[config.mk]
export PLATFORM = sky130hd
export DESIGN_NAME = floating_point_div
export DESIGN_NICKNAME = d
export VERILOG_FILES = /design/src/rtl/fp32_pkg.sv /design/src/rtl/mantissa_restoring_divider.sv /design/src/rtl/floating_point_div.sv
export SDC_FILE = /design/constraint.sdc
export NUM_CORES = 1
export LEC_CHECK = 0
export BUFFER_PORTS_ARGS = -buffer_cell sky130_fd_sc_hd__buf_2
export CAP_MARGIN = 20
export CORE_MARGIN = 2
export CORE_UTILIZATION = 40
export DETAILED_ROUTE_END_ITERATION = 10
export GPL_ROUTABILITY_DRIVEN = 0
export PLACE_DENSITY = 0.65
export SETUP_SLACK_MARGIN = 0.1
export SLEW_MARGIN = 0
export SYNTH_ARGS = -nofsm -noshare
export SYNTH_HDL_FRONTEND = slang
export SYNTH_SLANG_ARGS = --single-unit
[constraint.sdc]
create_clock -name clk -period 11.8 [get_ports clk]
set_clock_uncertainty 0.2 [all_clocks]
set_input_delay 1.77 -clock clk [delete_from_list [all_inputs] [get_ports clk]]
set_output_delay 1.77 -clock clk [all_outputs]
set_load 0.03 [all_outputs]
[src/rtl/fp32_pkg.sv]
// Shared IEEE 754 binary32 definitions for the FP arithmetic library:
// field slices, special encodings, operand classification and divider FSM states.
package fp32_pkg;

    localparam int SIGN_BIT = 31;
    localparam int EXP_MSB  = 30;
    localparam int EXP_LSB  = 23;
    localparam int FRAC_MSB = 22;
    localparam int FRAC_W   = 23;
    localparam int MANT_W   = 24;
    localparam int BIAS     = 127;

    localparam logic [7:0]  EXP_INF = 8'hFF;
    localparam logic [31:0] QNAN    = 32'h7FC00000;

    typedef enum logic [1:0] {
        ST_IDLE,
        ST_LOAD,
        ST_DIVIDE,
        ST_NORM
    } div_state_t;

    typedef struct packed {
        logic nan;
        logic inf;
        logic zero;
    } fp_class_t;

    typedef struct packed {
        fp_class_t          cls;
        logic signed [9:0]  exp_eff;
        logic [23:0]        mant;
    } fp_unpacked_t;

    // Leading-zero count of a 24-bit mantissa; an all-zero input reports 24.
    function automatic logic [4:0] lzc24(input logic [23:0] m);
        lzc24 = 5'd24;
        for (int i = 0; i < 24; i++) begin
            if (m[i]) lzc24 = 5'(23 - i);
        end
    endfunction

endpackage

[src/rtl/mantissa_restoring_divider.sv]
// Radix-2 restoring divider: floor(ma * 2^25 / mb), one quotient bit per clock, MSB first.
// The first quotient bit is resolved on the load edge itself, so ITERS bits take ITERS edges.
module mantissa_restoring_divider #(
    parameter int ITERS = 26
) (
    input  logic        clk,
    input  logic        rst,
    input  logic        load,
    input  logic [23:0] ma,
    input  logic [23:0] mb,
    output logic [25:0] q,
    output logic        q_valid
);

    logic [24:0] r_rem;
    logic [23:0] r_mb;
    logic [25:0] r_q;
    logic [4:0]  r_cnt;
    logic        r_q_valid;

    logic [24:0] w_rem_cur;
    logic [23:0] w_div;
    logic        w_ge;
    logic [24:0] w_diff;
    logic [24:0] w_rem_kept;
    logic [24:0] w_rem_next;
    logic        w_step;

    assign w_rem_cur  = load ? {1'b0, ma} : r_rem;
    assign w_div      = load ? mb : r_mb;
    assign w_ge       = (w_rem_cur >= {1'b0, w_div});
    assign w_diff     = w_rem_cur - {1'b0, w_div};
    // Kept remainder is always below the divisor, so the shift never loses a set bit.
    assign w_rem_kept = w_ge ? w_diff : w_rem_cur;
    assign w_rem_next = w_rem_kept << 1;
    assign w_step     = load || (r_cnt != 5'd0);

    always_ff @(posedge clk) begin
        if (w_step) begin
            r_rem <= w_rem_next;
            r_q   <= load ? {25'd0, w_ge} : {r_q[24:0], w_ge};
            if (load) r_mb <= mb;
        end
    end

    always_ff @(posedge clk or posedge rst) begin
        if (rst) begin
            r_cnt     <= 5'd0;
            r_q_valid <= 1'b0;
        end else if (load) begin
            r_cnt     <= 5'(ITERS - 1);
            r_q_valid <= 1'b0;
        end else if (r_cnt != 5'd0) begin
            r_cnt     <= r_cnt - 5'd1;
            r_q_valid <= (r_cnt == 5'd1);
        end
    end

    assign q       = r_q;
    assign q_valid = r_q_valid;

endmodule

[src/rtl/floating_point_div.sv]
// Sequential binary32 divider with start/done handshake and fixed latency.
// Truncating (no rounding), canonical qNaN, overflow and divide-by-zero flags.
module floating_point_div
    import fp32_pkg::*;
#(
    parameter int LATENCY = 28
) (
    input  logic        clk,
    input  logic        rst,
    input  logic        start,
    input  logic [31:0] a,
    input  logic [31:0] b,
    output logic [31:0] result,
    output logic        overflow,
    output logic        div_by_zero,
    output logic        busy,
    output logic        done
);

    div_state_t         r_state;
    logic [31:0]        r_a;
    logic [31:0]        r_b;
    logic               r_sign;
    logic signed [9:0]  r_exp_q;
    fp_class_t          r_cls_a;
    fp_class_t          r_cls_b;
    logic [31:0]        r_result;
    logic               r_overflow;
    logic               r_dbz;
    logic               r_busy;
    logic               r_done;

    fp_unpacked_t       w_ua;
    fp_unpacked_t       w_ub;
    logic signed [9:0]  w_exp_q;
    logic               w_load;
    logic [25:0]        w_q;
    logic               w_q_valid;
    logic [33:0]        w_norm;

    function automatic fp_unpacked_t unpack(input logic [31:0] x);
        fp_unpacked_t u;
        logic [7:0]   e;
        logic [22:0]  f;
        logic [4:0]   lz;
        e = x[EXP_MSB:EXP_LSB];
        f = x[FRAC_MSB:0];
        u.cls.nan  = (e == EXP_INF) && (f != '0);
        u.cls.inf  = (e == EXP_INF) && (f == '0);
        u.cls.zero = (e == 8'd0) && (f == '0);
        lz = lzc24({1'b0, f});
        if (e == 8'd0) begin
            u.mant    = {1'b0, f} << lz;
            u.exp_eff = 10'sd1 - $signed({5'd0, lz});
        end else begin
            u.mant    = {1'b1, f};
            u.exp_eff = $signed({2'd0, e});
        end
        return u;
    endfunction

    // Returns {overflow, div_by_zero, result}; special cases override the computed value.
    function automatic logic [33:0] norm_pack(
        input logic              sign,
        input logic signed [9:0] exp_q,
        input logic [25:0]       q,
        input fp_class_t         ca,
        input fp_class_t         cb
    );
        logic signed [9:0] e;
        logic [22:0]       frac;
        logic [22:0]       den;
        logic [9:0]        sh;
        logic [31:0]       res;
        logic              ovf;
        logic              dbz;
        ovf = 1'b0;
        dbz = 1'b0;
        den = '0;
        sh  = '0;
        if (q[25]) begin
            frac = q[24:2];
            e    = exp_q;
        end else begin
            frac = q[23:1];
            e    = exp_q - 10'sd1;
        end
        if (e >= 10'sd255) begin
            res = {sign, EXP_INF, 23'd0};
            ovf = 1'b1;
        end else if (e <= 10'sd0) begin
            sh  = 10'sd1 - e;
            den = 23'({1'b1, frac} >> sh);
            res = (sh >= 10'd24) ? {sign, 31'd0} : {sign, 8'd0, den};
        end else begin
            res = {sign, e[7:0], frac};
        end
        if (ca.nan || cb.nan) begin
            res = QNAN;
            ovf = 1'b0;
        end else if ((ca.inf && cb.inf) || (ca.zero && cb.zero)) begin
            res = QNAN;
            ovf = 1'b0;
        end else if (ca.inf) begin
            res = {sign, EXP_INF, 23'd0};
            ovf = 1'b0;
        end else if (cb.inf) begin
            res = {sign, 31'd0};
            ovf = 1'b0;
        end else if (cb.zero) begin
            res = {sign, EXP_INF, 23'd0};
            ovf = 1'b0;
            dbz = 1'b1;
        end else if (ca.zero) begin
            res = {sign, 31'd0};
            ovf = 1'b0;
        end
        return {ovf, dbz, res};
    endfunction

    assign w_ua    = unpack(r_a);
    assign w_ub    = unpack(r_b);
    assign w_exp_q = w_ua.exp_eff - w_ub.exp_eff + 10'(BIAS);
    assign w_load  = (r_state == ST_LOAD);
    assign w_norm  = norm_pack(r_sign, r_exp_q, w_q, r_cls_a, r_cls_b);

    // LOAD + DIVIDE + NORM edges make up the exported latency.
    mantissa_restoring_divider #(
        .ITERS (LATENCY - 2)
    ) u_mant_div (
        .clk     (clk),
        .rst     (rst),
        .load    (w_load),
        .ma      (w_ua.mant),
        .mb      (w_ub.mant),
        .q       (w_q),
        .q_valid (w_q_valid)
    );

    always_ff @(posedge clk) begin
        if (r_state == ST_IDLE && start) begin
            r_a <= a;
            r_b <= b;
        end
        if (r_state == ST_LOAD) begin
            r_sign  <= r_a[SIGN_BIT] ^ r_b[SIGN_BIT];
            r_exp_q <= w_exp_q;
            r_cls_a <= w_ua.cls;
            r_cls_b <= w_ub.cls;
        end
    end

    always_ff @(posedge clk or posedge rst) begin
        if (rst) begin
            r_state    <= ST_IDLE;
            r_result   <= 32'd0;
            r_overflow <= 1'b0;
            r_dbz      <= 1'b0;
            r_busy     <= 1'b0;
            r_done     <= 1'b0;
        end else begin
            r_done <= 1'b0;
            case (r_state)
                ST_IDLE: begin
                    r_busy <= start;
                    if (start) r_state <= ST_LOAD;
                end
                ST_LOAD: begin
                    r_state <= ST_DIVIDE;
                end
                ST_DIVIDE: begin
                    if (w_q_valid) r_state <= ST_NORM;
                end
                ST_NORM: begin
                    // busy stays high through the done cycle and drops on the following edge.
                    r_state    <= ST_IDLE;
                    r_overflow <= w_norm[33];
                    r_dbz      <= w_norm[32];
                    r_result   <= w_norm[31:0];
                    r_done     <= 1'b1;
                end
                default: begin
                    r_state <= ST_IDLE;
                end
            endcase
        end
    end

    assign result      = r_result;
    assign overflow    = r_overflow;
    assign div_by_zero = r_dbz;
    assign busy        = r_busy;
    assign done        = r_done;

endmodule

==> key figures <==
Logic synthesis
  • Synth Area in Compound Gates: 22.8%
  • Post-Synth Adder-Cell Area: 4.39%
  • Syn avg cell area: 9.01 sq um
  • Sequential share of the synthesized area: 37.4%
  • Ranking of synthesized cells by area: edfxtp_1 30%, dfrtp_1 7.2%, mux2i_1 6.8%
  • Simple-Gate Fraction of Synth Area: 17.4%
  • Largest family of logic cells by synthesized area: compound AO/OA/AOI/OAI gates
  • Number of enable flip-flop cells after synthesis: 155
  • Synth area leader: edfxtp_1
  • Ys Warns: 0
  • XOR/XNOR Fraction of Synth Area: 2.28%
  • Mapped Nets: 1826
  • Post-synth top flop: edfxtp_1
  • Post-synth ARST share: 22.1%
  • Synthesized instance count: 1707
  • Synth top area share: 30.3%
  • Post-synthesis mux area share: 9.98%
  • Synthesized area: 15400 sq um
  • Yosys reg bits: 199
  • Netlist cell types: 100

Clock network
  • Clock transition at the registers of the reported paths: 70 ps
  • Post-CTS sizing: 0
  • CTS Root Cell: clkbuf_16
  • Num CTS Buffers: 17
  • Postcts setup bufs: 0
  • Clock Tree Buf Depth: 2
  • Sink Count: 199
  • H-tree depth: 4
  • Clock latency on the worst-skew pair: 460 ps
  • CTS tree: done
  • Cts hold-fix bufs: 0

Floorplan
  • Cell Rows: 71
  • I/O pin cnt: 103
  • Starting density of the core: 40.7%
  • Die width: 200 um
  • Die ar.: 40000 sq um
  • Core region area: 37800 sq um
  • Die Y: 200 um

Timing
  • Tmin final: 7070 ps
  • Slew HR: 27.7%
  • Final Setup Violations: 0
  • Fin crit share: 59.9%
  • Hold Violations, Final: 0
  • Setup TNS: 0 ps
  • F_max: 141 MHz
  • Final Max Slew Viols: 0
  • RSZ-0062 raised after global routing: no
  • Slew @ Worst Pin: 1080 ps

Critical path
  • Critical path cell sequence: nor4_1 -> o31ai_1 -> a21oi_1 -> nor2_2 -> inv_1 -> mux2i_1 -> mux2i_1 -> mux2_2 -> a22oi_1 -> a21oi_1 -> a21oi_1 -> mux2_2 -> ha_1 -> nor2b_1 -> o21ai_0 -> nand2b_1 -> a221oi_1 -> and3b_1 -> and2_4 -> inv_8 -> mux2_4
  • Critical path launch point type: flip-flop
  • CP Capture Type: flip-flop
  • Crit path to: u_mant_div.r_rem[7]$_DFFE_PP_
  • Slowest cell on crit path: edfxtp_1
  • Worst r2r dst: u_mant_div.r_rem[7]$_DFFE_PP_
  • WS Path Type: flip-flop to flip-flop
  • WP buf/inv: 2
  • FF-to-FF setup slack: 4730 ps
  • Reg2Reg Launch Point: r_b[20]$_DFFE_PP_
  • CP max stage delay: 560 ps
  • CP Data Required Time: 11810 ps
  • Worst Path Max Fanout: 20
  • Cell family with most CP delay: compound AO/OA/AOI/OAI gates
  • Arr. time, crit path: 7080 ps
  • R2R depth: 21
  • Worst path most repeated cell: a21oi_1
  • Setup crit start: r_b[20]$_DFFE_PP_
  • Cell count along the critical path: 21

Routing
  • Wirelength, routed: 43.4 mm
  • DR WL/cell: 19.2 um
  • DR vias/cell: 5.97
  • Vias: 13500
  • TritonRoute pass-1 iters: 6
  • Initial drt markers: 1379
  • DRC viols: 0
  • Final ANT Viol Nets: 0

Global route
  • Total Routing Usage GR: 21.5%
  • Vias in the first global route: 12900
  • Initial antenna violation count: 0
  • Largest net degree at the start of global routing: 85
  • Grt total ovfl: 0
  • First-pass GRT wire length: 69.5 mm

Finish
  • Finished Layout Cells: 2262
  • Seq. cell area: 5760 sq um
  • Multi-input logic area: 8770 sq um
  • Number of diodes: 0
  • Area Growth Syn to Fin: 9.25%
  • Fillers: 3672
  • Layout cells sized above 1: 13.4%
  • Nets: 1857

Place
  • # port buffers: 102
  • Dpl hpwl: 32.4 mm
  • Placed cells: 2227

Power and ir drop
  • Max VDD drop: 152 uV
  • Leakage: 0.00647 uW
  • PwrDens: 292 nW/um^2

Run status
  • Status: complete, no violations

Hold path
  • HP Class: flip-flop to flip-flop

Job
  • Max Cap Viol: 0
[report_power, final]
group	leakage [uW]	switching [uW]	total [uW]	internal (uW)
clock network	0.000256	291	567	276
registers	0.00212	194	1290	1090
logic	0.00409	1840	3050	1210
[area by class of cell]
cell class                 instances  area share, %
clock buffer                      19           2.58
clock inverter                    13          0.685
inverter                         104           2.37
multi-input combinational       1297           52.2
sequential                       199           34.2
tap                              511           3.80
timing repair buffer             119           4.11
[how the worst min path moves through the flow]
stage                     cells after the start  slack, ps                endpoint              startpoint
after floorplan                               2        280  result[31]$_DFFE_PP0P_        r_sign$_DFFE_PP_
after global placement                        1        260  result[23]$_DFFE_PP0P_  result[23]$_DFFE_PP0P_
after detailed placement                      1        270  result[26]$_DFFE_PP0P_  result[26]$_DFFE_PP0P_
after CTS                                     1        280  result[26]$_DFFE_PP0P_  result[26]$_DFFE_PP0P_
after global routing                          1        310  result[25]$_DFFE_PP0P_  result[25]$_DFFE_PP0P_
final                                         1        280  result[26]$_DFFE_PP0P_  result[26]$_DFFE_PP0P_
[cells in the mapped netlist (7+ instances only)]
| cell type | instances |
|---|---|
| a211o_1 | 7 |
| a211oi_1 | 23 |
| a21o_1 | 22 |
| a21oi_1 | 152 |
| a221oi_1 | 11 |
| a22oi_1 | 10 |
| a31oi_1 | 15 |
| and2_1 | 11 |
| and3_1 | 10 |
| buf_1 | 15 |
| buf_2 | 19 |
| buf_4 | 9 |
| clkbuf_1 | 61 |
| dfrtp_1 | 44 |
| edfxtp_1 | 155 |
| ha_1 | 50 |
| inv_1 | 100 |
| mux2_2 | 27 |
| mux2_4 | 9 |
| mux2i_1 | 105 |
| nand2_1 | 101 |
| nand2b_1 | 14 |
| nand3_1 | 46 |
| nand4_1 | 10 |
| nor2_1 | 181 |
| nor2b_1 | 44 |
| nor3_1 | 48 |
| nor4_1 | 21 |
| o211ai_1 | 19 |
| o21a_1 | 21 |
| o21ai_0 | 74 |
| o21bai_1 | 8 |
| o22a_1 | 10 |
| o22ai_1 | 25 |
| o311ai_0 | 9 |
| o31ai_1 | 24 |
| o32ai_1 | 8 |
| or2_2 | 9 |
| or3_1 | 7 |
| or4_1 | 12 |
| xnor2_1 | 31 |
| xor2_1 | 9 |
[sequential cells by signal, indices dropped and copies added, names as in the netlist]
| register | count |
|---|---|
| result | 32 |
| busy | 1 |
| u_mant_div.q | 26 |
| overflow | 1 |
| r_b | 32 |
| r_cls_b | 3 |
| r_exp_q | 10 |
| r_state | 2 |
| u_mant_div.r_mb | 24 |
| u_mant_div.q_valid | 1 |
| r_cls_a | 3 |
| div_by_zero | 1 |
| r_a | 32 |
| done | 1 |
| r_sign | 1 |
| u_mant_div.r_cnt | 5 |
| u_mant_div.r_rem | 24 |
[metal layers]
layer	GRT usage, %	vias up	wire length [um]	part of all wire [%]
met5	0	-	0	0
met4	9.41	0	1610	3.7
met3	3.30	115	3290	7.6
met2	35.4	666	20100	46
met1	28.1	6281	18400	42
li1	-	6448	-	-
[placed cells by master, fill, tap and decap left out, drive strengths merged, types with 8 or more instances in the layout]
| master | count |
|---|---|
| a211oi | 26 |
| a21o | 22 |
| a21oi | 152 |
| a221oi | 12 |
| a22oi | 10 |
| a31oi | 16 |
| and2 | 14 |
| and3 | 10 |
| buf | 119 |
| clkbuf | 19 |
| dfrtp | 44 |
| edfxtp | 155 |
| ha | 50 |
| inv | 109 |
| mux2 | 36 |
| mux2i | 105 |
| nand2 | 102 |
| nand2b | 14 |
| nand3 | 46 |
| nand4 | 10 |
| nor2 | 184 |
| nor2b | 44 |
| nor3 | 51 |
| nor4 | 22 |
| o211ai | 19 |
| o21a | 21 |
| o21ai | 80 |
| o21bai | 8 |
| o22a | 10 |
| o22ai | 25 |
| o311ai | 12 |
| o31ai | 25 |
| o32ai | 8 |
| or2 | 14 |
| or4 | 13 |
| xnor2 | 31 |
| xor2 | 9 |
[stage by stage]
stage | cell area, sq um | util [%] | setup WS (ps) | total power (uW) | hold slack [ps]
final | 16800 | 44.5 | 4730 | 4900 | 278
after CTS | 16700 | 44.3 | 4930 | 4840 | 283
after detailed placement | 16200 | 42.9 | 4940 | 4260 | 266
after floorplan | 15400 | - | 6070 | 3610 | 277
after global placement | 16200 | 42.9 | 5190 | 4220 | 259
after global routing | 16800 | 44.5 | 4270 | 5260 | 305
[kinds of logic after synthesis]
logic type,after synthesis
compound gates,516
xor+xnor,40
fa+ha+maj,53
buf+inv,211
flops,199
mux,143
simple gates,545
No activity file was read; power rests on OpenSTA's default activity.
